$ cat src/rtl/read_pointer_empty_pkg.sv
// fifo_pkg: shared async-FIFO widths and Gray/binary pointer helpers.
package fifo_pkg;
  localparam int ADDR_WIDTH = 6;
  localparam int PTR_WIDTH = ADDR_WIDTH + 1;
  typedef logic [PTR_WIDTH-1:0] ptr_t;
  typedef logic [ADDR_WIDTH-1:0] addr_t;
  function automatic ptr_t bin2gray(input ptr_t b);
    return (b >> 1) ^ b;
  endfunction
  function automatic ptr_t gray2bin(input ptr_t g);
    ptr_t b;
    b[PTR_WIDTH-1] = g[PTR_WIDTH-1];
    for (int i = PTR_WIDTH - 2; i >= 0; i--) b[i] = b[i+1] ^ g[i];
    return b;
  endfunction
endpackage

$ cat src/rtl/read_pointer_empty_gray_to_binary.sv
// gray_to_binary: combinational Gray-to-binary conversion of a pointer.
module gray_to_binary #(
  parameter int PTR_WIDTH = 7
) (
  input  logic [PTR_WIDTH-1:0] i_gray,
  output logic [PTR_WIDTH-1:0] o_bin
);
  for (genvar g = 0; g < PTR_WIDTH; g++) begin : g_bit
    assign o_bin[g] = ^i_gray[PTR_WIDTH-1:g];
  end
endmodule

$ cat src/rtl/read_pointer_empty.sv
// read_pointer_empty: read-domain pointer, RAM read address and registered
// empty / almost-empty / level / sticky-underflow status of the async FIFO.
module read_pointer_empty
  import fifo_pkg::*;
#(
  parameter int unsigned ALMOST_EMPTY_LEVEL = 4
) (
  input  logic                  clock_read,
  input  logic                  read_reset_n,
  input  logic                  read_enable,
  input  logic                  underflow_clear,
  input  logic [PTR_WIDTH-1:0]  sync_write_pointer,
  output logic [ADDR_WIDTH-1:0] read_address,
  output logic [PTR_WIDTH-1:0]  read_pointer,
  output logic                  read_empty,
  output logic                  read_almost_empty,
  output logic [PTR_WIDTH-1:0]  read_level,
  output logic                  read_underflow
);
  localparam ptr_t AE_LEVEL = PTR_WIDTH'(ALMOST_EMPTY_LEVEL);
  ptr_t r_rbin, r_rgray, r_level;
  logic r_empty, r_almost_empty, r_underflow;
  ptr_t w_wbin, w_rbin_next, w_rgray_next, w_level_next;
  logic w_accept;
  gray_to_binary #(.PTR_WIDTH(PTR_WIDTH)) u_g2b (
    .i_gray(sync_write_pointer),
    .o_bin (w_wbin)
  );
  assign w_accept = read_enable & ~r_empty;
  assign w_rbin_next = r_rbin + ptr_t'(w_accept);
  assign w_rgray_next = bin2gray(w_rbin_next);
  // Status is derived from next-state pointers so the last pop flags empty on its own edge.
  assign w_level_next = w_wbin - w_rbin_next;
  always_ff @(posedge clock_read or negedge read_reset_n) begin
    if (!read_reset_n) begin
      r_rbin <= '0;
      r_rgray <= '0;
      r_level <= '0;
      r_empty <= 1'b1;
      r_almost_empty <= 1'b1;
      r_underflow <= 1'b0;
    end else begin
      r_rbin <= w_rbin_next;
      r_rgray <= w_rgray_next;
      r_level <= w_level_next;
      r_empty <= w_rgray_next == sync_write_pointer;
      r_almost_empty <= w_level_next <= AE_LEVEL;
      r_underflow <= (read_enable & r_empty) | (r_underflow & ~underflow_clear);
    end
  end
  assign read_address = r_rbin[ADDR_WIDTH-1:0];
  assign read_pointer = r_rgray;
  assign read_empty = r_empty;
  assign read_almost_empty = r_almost_empty;
  assign read_level = r_level;
  assign read_underflow = r_underflow;
endmodule

$ cat config.mk
export PLATFORM = sky130hd
export DESIGN_NAME = read_pointer_empty
export DESIGN_NICKNAME = d
export VERILOG_FILES = /design/src/rtl/read_pointer_empty_pkg.sv /design/src/rtl/read_pointer_empty_gray_to_binary.sv /design/src/rtl/read_pointer_empty.sv
export SDC_FILE = /design/constraint.sdc
export NUM_CORES = 1
export LEC_CHECK = 0
export ABC_AREA = 1
export BUFFER_PORTS_ARGS = -buffer_cell sky130_fd_sc_hd__buf_4
export CAP_MARGIN = 20
export CORE_ASPECT_RATIO = 1.2
export CORE_MARGIN = 1
export CORE_UTILIZATION = 53
export DETAILED_ROUTE_END_ITERATION = 8
export GPL_ROUTABILITY_DRIVEN = 0
export PLACE_DENSITY = 0.86
export SYNTH_ARGS = -nofsm -noshare
export SYNTH_HDL_FRONTEND = slang
export SYNTH_SLANG_ARGS = --single-unit
$ cat constraint.sdc
create_clock -name clock_read -period 2.8 [get_ports clock_read]
set_input_delay 0.56 -clock clock_read [delete_from_list [all_inputs] [get_ports clock_read]]
set_output_delay 0.56 -clock clock_read [all_outputs]
set_load 0.01 [all_outputs]
Word-level counts from Yosys, hierarchy flattened
Cells that the tools add are included.

storage, ports and cells
  register bits = 24
  input port bits = 11
  output and inout port bits = 23
  word-level logic and storage cells = 23

operators by class
  add/sub/neg operators = 2
  magnitude comparators = 1
  equality and inequality tests = 1
  bitwise gates (word level) = 7
  reductions and logical operators = 6

operators with widths
  cell                number
  $add 7x1->7         1
  $eq 7x7->1          1
  $le 7x3->1 const B  1
  $reduce_xor 7->1    1
  $sub 7x7->7         1
  $xor 6x7->7         1
  $reduce_xor 6->1    1
  $reduce_xor 5->1    1
  $reduce_xor 4->1    1
  $and 1x1->1         3
  $reduce_xor 3->1    1
  $not 1->1           2
  $reduce_xor 2->1    1
  $or 1x1->1          1

Logic depth before layout (Yosys ltp)
Gate-level depths: netlist of the first run.

  depth in word-level cells = 5
  depth in mapped cells = 17

Hierarchy
From an unflattened synthesis of the first run, not the netlist that was laid out.

unflattened totals
  cells, all modules = 244
  area, all modules = 1684.1 um2

modules (own cells, without submodules)
  module              instances  cells each  area an instance (um2)
  read_pointer_empty  1          183         1428.9
  gray_to_binary      1          61          255.2

Worst setup path before layout of the first run
No wires, ideal clock.

  path type = input to register
  from = in sync_write_pointer[3]
  to = reg r_almost_empty (netlist: read_almost_empty)
  setup time = 0.067 ns
  data arrival time = 2.495 ns
  required time = 2.733 ns
  path slack = 0.238 ns
  stages on the path = 16
  cell sequence = inv_1 > nand2_1 > nand2_1 > inv_1 > nand3_1 > nand2_1 > xor2_1 > ha_1 > inv_1 > fa_1 > or2_2 > nand3_1 > nand2_1 > inv_1 > nand4_1 > nor2_1

on the way
  cells in the longest elaborated chain, start to end = 3

ends and longest elaborated chain
  element                                                      RTL line                                text
  from (decl)                                                  read_pointer_empty.sv:12                input logic [PTR_WIDTH-1:0] sync_write_pointer,
  $reduce_xor 7->1 / $reduce_xor 6->1 (equally long branches)  read_pointer_empty_gray_to_binary.sv:9  assign o_bin[g] = ^i_gray[PTR_WIDTH-1:g];
  $sub 7x7->7 *                                                read_pointer_empty.sv:33                assign w_level_next = w_wbin - w_rbin_next;
  via w_level_next[1]                                          read_pointer_empty.sv:23                ptr_t w_wbin, w_rbin_next, w_rgray_next, w_level_next;
  $le 7x3->1 *                                                 read_pointer_empty.sv:47                r_almost_empty <= w_level_next <= AE_LEVEL;
  to (signal assigned)                                         read_pointer_empty.sv:40                r_almost_empty <= 1'b1;
  to (signal assigned)                                         read_pointer_empty.sv:47
  to (decl)                                                    read_pointer_empty.sv:22                logic r_empty, r_almost_empty, r_underflow;

The timed path passes the listed nets; every way through them passes the cells marked *.

Final worst setup path of the first run
  from = in sync_write_pointer[5]
  to = reg r_almost_empty (netlist: read_almost_empty)

The elaborated chain is that of the path after synthesis.

==> results.yml, run 1 <==
status:
  outcome: "finished, final reports clean"
floorplanning:
  row_count: 20
  core-area_mm2: 0.00258
  pin_count: 34
  die-area_mm2: 0.00296
  die_w_um: 49.8
  die_h_um: 59.4
  initial_core_util: 0.564
clock_network:
  numCtsBuffers: 3
  cts_max_level: 1
  cts_buffer_depth: 2
  clk_latency_ns: 0.32
  cts_tree: "done"
  cts_root_buf: "clkbuf_4"
  postCtsResizedCells: 0
  clkTransAtPathRegs_ns: 0.12
  cts_sinks: 23
  holdBufCountCts: 0
  post_cts_buffers: 0
synthesis:
  synth_adder_area_share: 0.0655
  syn-instance-count: 168
  synth_top_family_by_area: "simple AND/OR/NAND/NOR gates"
  yosysUniqueCellTypes: 28
  postSynthAreaPerCell_um2: 8.65
  synth_compound_area_frac: 0.0276
  synth_xor_area_frac: 0.151
  synth_mux_area_frac: 0
  ys_ff_latch: 23
  ys_warn_count: 0
  syn_area_mm2: 0.00145
  syn_nets: 186
  ys_seq_area_frac: 0.398
  synth-simple-area-share: 0.276
sta:
  slew_viol_final: 0
  tns_ns: 0
  clock.fmax_mhz: 400
  tightest_slew_ns: 0.271
  fin_ws_ns: 0.300
  period_minus_slack_ns: 2.50
  fin_crit_sh: 0.893
  setup_viol_count_final: 0
  fin_worst_skew_ns: 0.00201
  rsz0062_at_grt: "no"
  max-slew-margin-rel: 0.819
  hold_violations: 0
flow_run:
  max_cap_viol_count: 0
setup_path:
  start_kind: "primary input"
  crit_required_ns: 3.06
  rr_worst_depth: 11
  cpPeakStageDelay_ns: 0.43
  crit_family: "simple AND/OR/NAND/NOR gates"
  path_cells: "buf_4, inv_2, nand2_1, nand3_1, nand2_2, nand2_2, nand2_1, xor2_1, ha_1, inv_1, fa_1, or2_2, nand3_1, nand2_1, inv_1, nand4_1, nor2_1"
  critical_path_arrival_ns: 2.76
  timing.rr.start: "read_empty"
  worstSetupEndpointType: "register"
  cp_slowest_cell: "fa_1"
  path_buf_inv: 4
  r2r-end: "read_almost_empty"
  regToRegSetupSlack_ns: 0.31
  cpMostUsedCell: "nand2_1"
  cp_max_fo: 4
  critical_path_class: "in -> reg"
route:
  drt-met1-wl_um: 1230
  wl_um: 2700
  wl_met3_um: 108
  avgRoutedWirePerCell_um: 11.1
  vias: 1161
  ant_nets: 0
  route.top_layer_used: "met4"
  drt_iter0_drc: 30
  first_pass_iters: 4
  drcViolationCount: 0
  wl_met2_um: 1290
  viasPerCell: 4.80
grt:
  grt_antenna_before_repair: 0
  grt_util_all_layers: 0.205
  grt_pass1_vias: 1034
  overflow: 0
  grt_pass1_wl_um: 4490
  grt_max_degree: 24
place:
  dp_worst_setup_slack_ns: -0.0298
  port_buffers: 33
  dp_hpwl_um: 2250
pwr:
  vdd_drop_max_mv: 0.783
  leakagePower_nw: 0.992
  pwr-share-clk: 0.072
  internal_power_mw: 1.15
  netSwitchingFraction: 0.459
  pwr_density_cell_mw_per_mm2: 1180
  p_comb_frac: 0.650
  seqPwrFrac: 0.278
  power.switching_mw: 0.978
final_layout:
  antennaDiodeCount: 0
  fin_nets: 228
  drive_above_1_share: 0.306
  layout_commonest_cell: "nand2_1"
  final_util: 0.698
  syn_to_final_growth_pct: 23.9
  final_cell_mix: "42 x nand2_1, 37 x buf_4, 26 x inv_1, 21 x dfrtp_1, 14 x nand3_1"
  fillers: 205
worst_hold_path:
  min_path_type: "in -> async"
-- per-layer routing --
layer | global-route usage | vias up
met5 | 0 | -
met4 | 0.110 | 0
met3 | 0.0256 | 5
met2 | 0.347 | 33
met1 | 0.255 | 527
li1 | - | 596
-- logic make-up (layout without fill, tap and decap cells) --
logic type / count (synthesis) / after routing
buf+inv: 32 / 73
xor+xnor: 19 / 19
simple gates: 81 / 81
flops: 23 / 23
compound gates: 6 / 6
fa+ha+maj: 7 / 7
-- stage by stage --
step                      hold WS [ns]  total power, mW  area, µm²  cells
after floorplan                  0.264             1.53       1450    168
after global placement           0.460             1.94       1770    238
after detailed placement         0.462             1.98       1770    238
after CTS                       0.0982             2.14       1800    242
after global routing            0.0997             2.34       1800    242
final                           0.0979             2.13       1800    242
-- worst max-delay path by stage --
stage	end	slack (ns)	depth (start not counted)	startpoint
floorplan	read_almost_empty	0.24	16	sync_write_pointer[3]
global placement	read_almost_empty	0.08	17	sync_write_pointer[6]
detailed placement	read_almost_empty	-0.03	17	sync_write_pointer[6]
CTS	read_almost_empty	0.29	11	read_empty
global route	read_almost_empty	0.15	17	sync_write_pointer[6]
finish	read_almost_empty	0.30	17	sync_write_pointer[5]
-- cell type report --
cell class | instances | area [µm²] | share of cell area
well taps | 33 | 41.3 | 0.0229
clock buffers | 3 | 22.5 | 0.0125
inverters | 32 | 120 | 0.0668
flip-flops and latches | 23 | 578 | 0.321
multi-input cells | 113 | 754 | 0.419
clock inverters | 1 | 5.00 | 0.00278
repair buffers | 37 | 278 | 0.154
-- Yosys cell counts --
cell / n / share of area
and2_1: 1 / 0.0043
dfrtp_1: 21 / 0.36
dfstp_2: 2 / 0.036
fa_1: 1 / 0.014
ha_1: 6 / 0.052
inv_1: 26 / 0.067
inv_2: 6 / 0.016
nand2_1: 42 / 0.11
nand2_2: 2 / 0.0086
nand3_1: 14 / 0.048
nand3_2: 3 / 0.021
nand3_4: 1 / 0.012
nand4_1: 5 / 0.022
nor2_1: 8 / 0.021
nor2_2: 1 / 0.0043
nor3_2: 1 / 0.0069
nor3_4: 1 / 0.011
o21ai_0: 3 / 0.010
o21bai_1: 1 / 0.0052
o21bai_2: 1 / 0.0078
o22ai_1: 1 / 0.0043
or2_1: 1 / 0.0043
or2_2: 1 / 0.0043
xnor2_1: 4 / 0.024
xnor2_4: 1 / 0.019
xor2_1: 11 / 0.066
xor2_2: 2 / 0.022
xor2_4: 1 / 0.019
-- state kept, by name, indices dropped and copies added, names as in the netlist --
register,cells
r_rbin,7
read_pointer,6
read_almost_empty,1
read_level,7
read_empty,1
read_underflow,1
-- power groups by stage --
| stage | clock (mW) | sequential, mW | combinational, mW |
|---|---|---|---|
| 4_1_cts | 0.160 | 0.594 | 1.39 |
| 5_1_grt | 0.173 | 0.608 | 1.56 |
| 2_1_floorplan | 0 | 0.675 | 0.853 |
| 3_3_place_gp | 0 | 0.595 | 1.34 |
| 6_report | 0.154 | 0.592 | 1.38 |
| 3_5_place_dp | 0 | 0.601 | 1.38 |
Power figures use the tool's default switching activity.
==> run 2: changes to the inputs <==
--- a/config.mk
+++ b/config.mk
@@ -6,14 +6,14 @@
 export NUM_CORES = 1
 export LEC_CHECK = 0
 export ABC_AREA = 1
+export ABC_CLOCK_PERIOD_IN_PS = 2800
 export BUFFER_PORTS_ARGS = -buffer_cell sky130_fd_sc_hd__buf_4
 export CAP_MARGIN = 20
-export CORE_ASPECT_RATIO = 1.2
 export CORE_MARGIN = 1
-export CORE_UTILIZATION = 53
+export CORE_UTILIZATION = 45
 export DETAILED_ROUTE_END_ITERATION = 8
 export GPL_ROUTABILITY_DRIVEN = 0
-export PLACE_DENSITY = 0.86
+export PLACE_DENSITY = 0.76
 export SYNTH_ARGS = -nofsm -noshare
 export SYNTH_HDL_FRONTEND = slang
 export SYNTH_SLANG_ARGS = --single-unit
==> results.yml, run 2 (synthesis results as in run 1) <==
status:
  outcome: "finished, final reports clean"
setup_path:
  r2r-end: "read_almost_empty"
  cpMostUsedCell: "nand2_1"
  path_cells: "buf_4, inv_2, nand2_1, nand3_1, nand2_2, nand2_2, nand2_1, xor2_1, ha_1, inv_1, fa_1, or2_2, nand3_1, nand2_1, inv_1, nand4_1, nor2_1"
  start_kind: "primary input"
  worstSetupPathDepth: 17
  worstSetupEndpointType: "register"
  rr_worst_depth: 11
  cp_slowest_cell: "fa_1"
  critical_path_class: "in -> reg"
  crit_required_ns: 3.07
  worstSetupStartpoint: "sync_write_pointer[5]"
  endpoint: "read_almost_empty"
  path_buf_inv: 4
  critical_path_arrival_ns: 2.72
  timing.rr.start: "read_empty"
  crit_family: "simple AND/OR/NAND/NOR gates"
  cp_max_fo: 4
  cpPeakStageDelay_ns: 0.42
  regToRegSetupSlack_ns: 0.36
sta:
  tightest_slew_ns: 0.296
  setup_viol_count_final: 0
  max-slew-margin-rel: 0.803
  fin_ws_ns: 0.356
  timing.hold.ws_ns: 0.103
  period_minus_slack_ns: 2.44
  fin_worst_skew_ns: 0.00462
  fin_crit_sh: 0.873
  hold_violations: 0
  slew_viol_final: 0
  rsz0062_at_grt: "no"
  clock.fmax_mhz: 409
floorplanning:
  row_count: 20
  core-area_mm2: 0.00305
  pin_count: 34
  die-area_mm2: 0.00346
  die_h_um: 58.8
  initial_core_util: 0.476
  die_w_um: 58.8
place:
  port_buffers: 33
  dp_hpwl_um: 2220
  placedInstanceArea_mm2: 0.00179
  dp_worst_setup_slack_ns: -0.0183
  dpl.cell_count: 250
route:
  wl_met2_um: 1260
  first_pass_iters: 6
  wl_met3_um: 145
  wl_um: 2770
  ant_nets: 0
  avgRoutedWirePerCell_um: 10.9
  viasPerCell: 4.63
  drt-met1-wl_um: 1330
  drt_iter0_drc: 38
  vias: 1177
  route.top_layer_used: "met4"
  drcViolationCount: 0
pwr:
  pwr-share-clk: 0.074
  seqPwrFrac: 0.276
  p_comb_frac: 0.650
  leakagePower_nw: 0.997
  vdd_drop_max_mv: 0.485
  netSwitchingFraction: 0.458
  power.switching_mw: 0.982
  pwr_density_cell_mw_per_mm2: 1180
  power_mw: 2.14
  internal_power_mw: 1.16
grt:
  grt_max_degree: 24
  grt_util_all_layers: 0.183
  grt_antenna_before_repair: 0
  overflow: 0
  grt_pass1_wl_um: 4780
  grt_pass1_vias: 1090
final_layout:
  layout_commonest_cell: "nand2_1"
  final_area_mm2: 0.00182
  fin_nets: 229
  layout.cells.non_filler: 254
  fillers: 294
  drive_above_1_share: 0.310
  final_cell_mix: "42 x nand2_1, 38 x buf_4, 26 x inv_1, 21 x dfrtp_1, 14 x nand3_1"
  syn_to_final_growth_pct: 25.3
  antennaDiodeCount: 0
clock_network:
  holdBufCountCts: 0
  post_cts_buffers: 0
  cts_tree: "done"
  cts_sinks: 23
  numCtsBuffers: 3
  clkTransAtPathRegs_ns: 0.13
  cts_root_buf: "clkbuf_4"
  cts_buffer_depth: 2
  postCtsResizedCells: 0
  clk_latency_ns: 0.32
  cts_max_level: 1
flow_run:
  max_cap_viol_count: 0
worst_hold_path:
  min_path_type: "in -> async"
-- run 2: changes by cell type in the layout (fill, tap and decap cells not counted) --
cell	change
buf_4	+1
-- run 2: worst min path at each step --
stage	start	end	slack, ns	cells after the start
3_5_place_dp	read_reset_n	r_rbin[0]	0.47	1
2_1_floorplan	read_reset_n	r_rbin[0]	0.26	0
6_report	read_reset_n	read_pointer[1]	0.10	1
4_1_cts	read_reset_n	r_rbin[0]	0.10	1
3_3_place_gp	read_reset_n	read_underflow	0.47	1
5_1_grt	read_reset_n	r_rbin[0]	0.12	1
-- run 2: worst reg2reg max path: stages (launching register included) --
cell and delay (ns):
dfstp_2 0.57, nor2_1 0.05, ha_1 0.20, ha_1 0.33
inv_1 0.10, fa_1 0.50, or2_2 0.30, nand3_1 0.08
nand2_1 0.05, inv_1 0.05, nand4_1 0.08, nor2_1 0.09
-- run 2: layout make-up --
type	instances	area [µm²]	area share
clock inverter	1	5.00	0.00275
timing repair buffer	38	285	0.157
inverter	32	120	0.0660
multi-input combinational	113	754	0.414
tap	44	55.1	0.0302
sequential	23	578	0.318
clock buffer	3	22.5	0.0124
-- run 2: metal layers --
layer,GRT usage,up-vias
met1,0.257,518
met2,0.292,42
li1,-,614
met3,0.0242,3
met4,0.0612,0
met5,0,-
-- run 2: power groups by stage --
stage	sequential, mW	clock [mW]	combinational [mW]
after floorplan	0.675	0	0.853
final	0.591	0.159	1.39
after global placement	0.599	0	1.37
after global routing	0.612	0.175	1.56
after CTS	0.593	0.166	1.40
after detailed placement	0.599	0	1.39
-- run 2: through the flow --
step                      utilization  TNS [ns]
after global routing            0.596         0
after floorplan                     -         0
final                           0.596         0
after CTS                       0.596         0
after detailed placement        0.587   -0.0183
after global placement          0.587         0
==> run 3: changes to the inputs <==
--- a/config.mk
+++ b/config.mk
@@ -13,7 +13,8 @@
 export CORE_UTILIZATION = 45
 export DETAILED_ROUTE_END_ITERATION = 8
 export GPL_ROUTABILITY_DRIVEN = 0
-export PLACE_DENSITY = 0.76
+export PLACE_DENSITY = 0.74
 export SYNTH_ARGS = -nofsm -noshare
 export SYNTH_HDL_FRONTEND = slang
+export SYNTH_HIERARCHICAL = 1
 export SYNTH_SLANG_ARGS = --single-unit
==> results.yml, run 3 <==
status:
  outcome: "finished, final reports clean"
worst_hold_path:
  min_path_type: "in -> async"
sta:
  rsz0062_at_grt: "no"
  setup_viol_count_final: 0
  hold_violations: 0
  slew_viol_final: 0
  period_minus_slack_ns: 2.39
  clock.fmax_mhz: 418
  tns_ns: 0
  max-slew-margin-rel: 0.798
  tightest_slew_ns: 0.301
  fin_worst_skew_ns: 0.00318
  fin_crit_sh: 0.854
  fin_ws_ns: 0.408
synthesis:
  netlist_top_cells_area: "dfrtp_1 31%, nand2_1 20%, inv_1 8.9%"
  synth_top_cell_area_share: 0.312
  ys_ff_latch: 23
  syn_area_mm2: 0.00168
  postSynthAreaPerCell_um2: 6.90
  async_flop_share: 1.00
  syn_nets: 261
  synth_top_area_cell: "dfrtp_1"
  post-synth-top-count-cell: "nand2_1"
  synth_common_cells: "91 x nand2_1, 40 x inv_1, 21 x dfrtp_1, 19 x nand2_2, 18 x nand3_1"
  yosysUniqueCellTypes: 25
  ys_seq_area_frac: 0.343
  ys_warn_count: 6
  synth_edf_count: 0
  syn-instance-count: 244
  synth_top_flop_cell: "dfrtp_1"
clock_network:
  postCtsResizedCells: 0
  holdBufCountCts: 0
  cts_sinks: 23
  cts_tree: "done"
  clkTransAtPathRegs_ns: 0.08
  cts_buffer_depth: 2
  cts_max_level: 1
  numCtsBuffers: 3
  clk_latency_ns: 0.26
  post_cts_buffers: 0
  cts_root_buf: "clkbuf_8"
route:
  viasPerCell: 4.57
  drt_iter0_drc: 50
  ant_nets: 0
  wl_um: 3300
  first_pass_iters: 4
  avgRoutedWirePerCell_um: 10.1
  vias: 1489
  drcViolationCount: 0
grt:
  grt_pass1_vias: 1367
  grt_antenna_before_repair: 0
  overflow: 0
  grt_max_degree: 24
  grt_util_all_layers: 0.186
  grt_pass1_wl_um: 5890
final_layout:
  antennaDiodeCount: 0
  fillers: 349
  fin_nets: 298
  final_util: 0.585
  regArea_um2: 578
  drive_above_1_share: 0.271
  final_cell_mix: "91 x nand2_1, 40 x inv_1, 33 x buf_4, 21 x dfrtp_1, 19 x nand2_2"
  layout_commonest_cell: "nand2_1"
  syn_to_final_growth_pct: 20.4
  multi_input_area_um2: 930
setup_path:
  regToRegSetupSlack_ns: 0.41
  timing.rr.start: "read_empty"
  crit_required_ns: 3.00
  r2r-end: "read_almost_empty"
  cp_max_fo: 5
  critical_path_class: "reg -> reg"
  rr_worst_depth: 16
  start_kind: "register"
  endpoint: "read_almost_empty"
  critical_path_arrival_ns: 2.60
  worstSetupStartpoint: "read_empty"
  worstSetupEndpointType: "register"
floorplanning:
  die_w_um: 63.2
  die_h_um: 63.2
  row_count: 21
  pin_count: 34
  die-area_mm2: 0.00399
  initial_core_util: 0.486
  core-area_mm2: 0.00347
place:
  dp_worst_setup_slack_ns: 0.162
  dp_hpwl_um: 2720
  port_buffers: 33
pwr:
  leakagePower_nw: 1.19
  vdd_drop_max_mv: 0.391
  pwr_density_cell_mw_per_mm2: 1110
flow_run:
  max_cap_viol_count: 0
## run 3: changes by cell type after synthesis, moves of 2 or more
cell and change:
inv_1 +14, nand2_2 +17, nand3_1 +4, nand2_1 +49, nand2_4 +2, nor2_1 +2, xor2_1 -7, nand3_2 +3
## run 3: final cells by class
cell class / instances / area share
well taps: 46 / 0.0284
clock inverters: 1 / 0.00247
inverters: 45 / 0.0833
repair buffers: 33 / 0.122
clock buffers: 3 / 0.0204
flip-flops and latches: 23 / 0.285
multi-input cells: 175 / 0.458
## run 3: how the worst min path moves through the flow
stage | depth (start not counted) | start | slack, ns | to
after global placement | 1 | read_reset_n | 0.47 | read_underflow
final | 1 | read_reset_n | 0.18 | read_pointer[3]
after CTS | 1 | read_reset_n | 0.18 | r_rbin[0]
after floorplan | 0 | read_reset_n | 0.26 | r_rbin[0]
after global routing | 1 | read_reset_n | 0.20 | r_rbin[0]
after detailed placement | 1 | read_reset_n | 0.47 | read_underflow
## run 3: power breakdown
group / switching [mW] / leakage, nW / internal [mW]
clock network: 0.100 / 0.0255 / 0.0992
logic: 0.856 / 0.895 / 0.587
registers: 0.108 / 0.268 / 0.502
total: 1.06 / 1.19 / 1.19
## run 3: cell families (layout without fill, tap and decap cells)
logic type	after synthesis	after routing	synth area share
AOI/OAI and AO/OA	6	6	0.0215
and+or+nand+nor	155	155	0.435
buffers and inverters	46	82	0.105
DFF	23	23	0.343
adders and majority gates	6	6	0.0490
xor gates and xnor gates	8	8	0.0461
## run 3: layer usage
layer  GRT usage  wire length [µm]  part of all wire  vias up
met2       0.306              1460              0.44       32
met4      0.0795                78             0.024        0
li1            -                 -                 -      804
met1       0.252              1670              0.50      646
met5           0                 0                 0        -
met3      0.0109               100             0.030        7
## run 3: worst max-delay path: stages, from the launching register on
cell     delay (ns)
dfstp_2        0.55
nor2_1         0.06
ha_1           0.24
inv_1          0.07
nand2_1        0.05
nand2_1        0.16
inv_1          0.11
fa_1           0.42
inv_1          0.10
nand3_2        0.11
nand3_2        0.09
nand2_1        0.05
nand2_1        0.07
nand2_2        0.06
nor2_2         0.07
nand2_1        0.05
nor2_1         0.09
## run 3: metrics by stage
stage	instance area, µm²	hold slack (ns)	instances	power, mW
floorplan	1680	0.264	244	1.60
global placement	1980	0.465	322	2.04
detailed placement	1980	0.467	322	2.06
CTS	2030	0.177	326	2.28
global route	2030	0.196	326	2.49
finish	2030	0.178	326	2.25
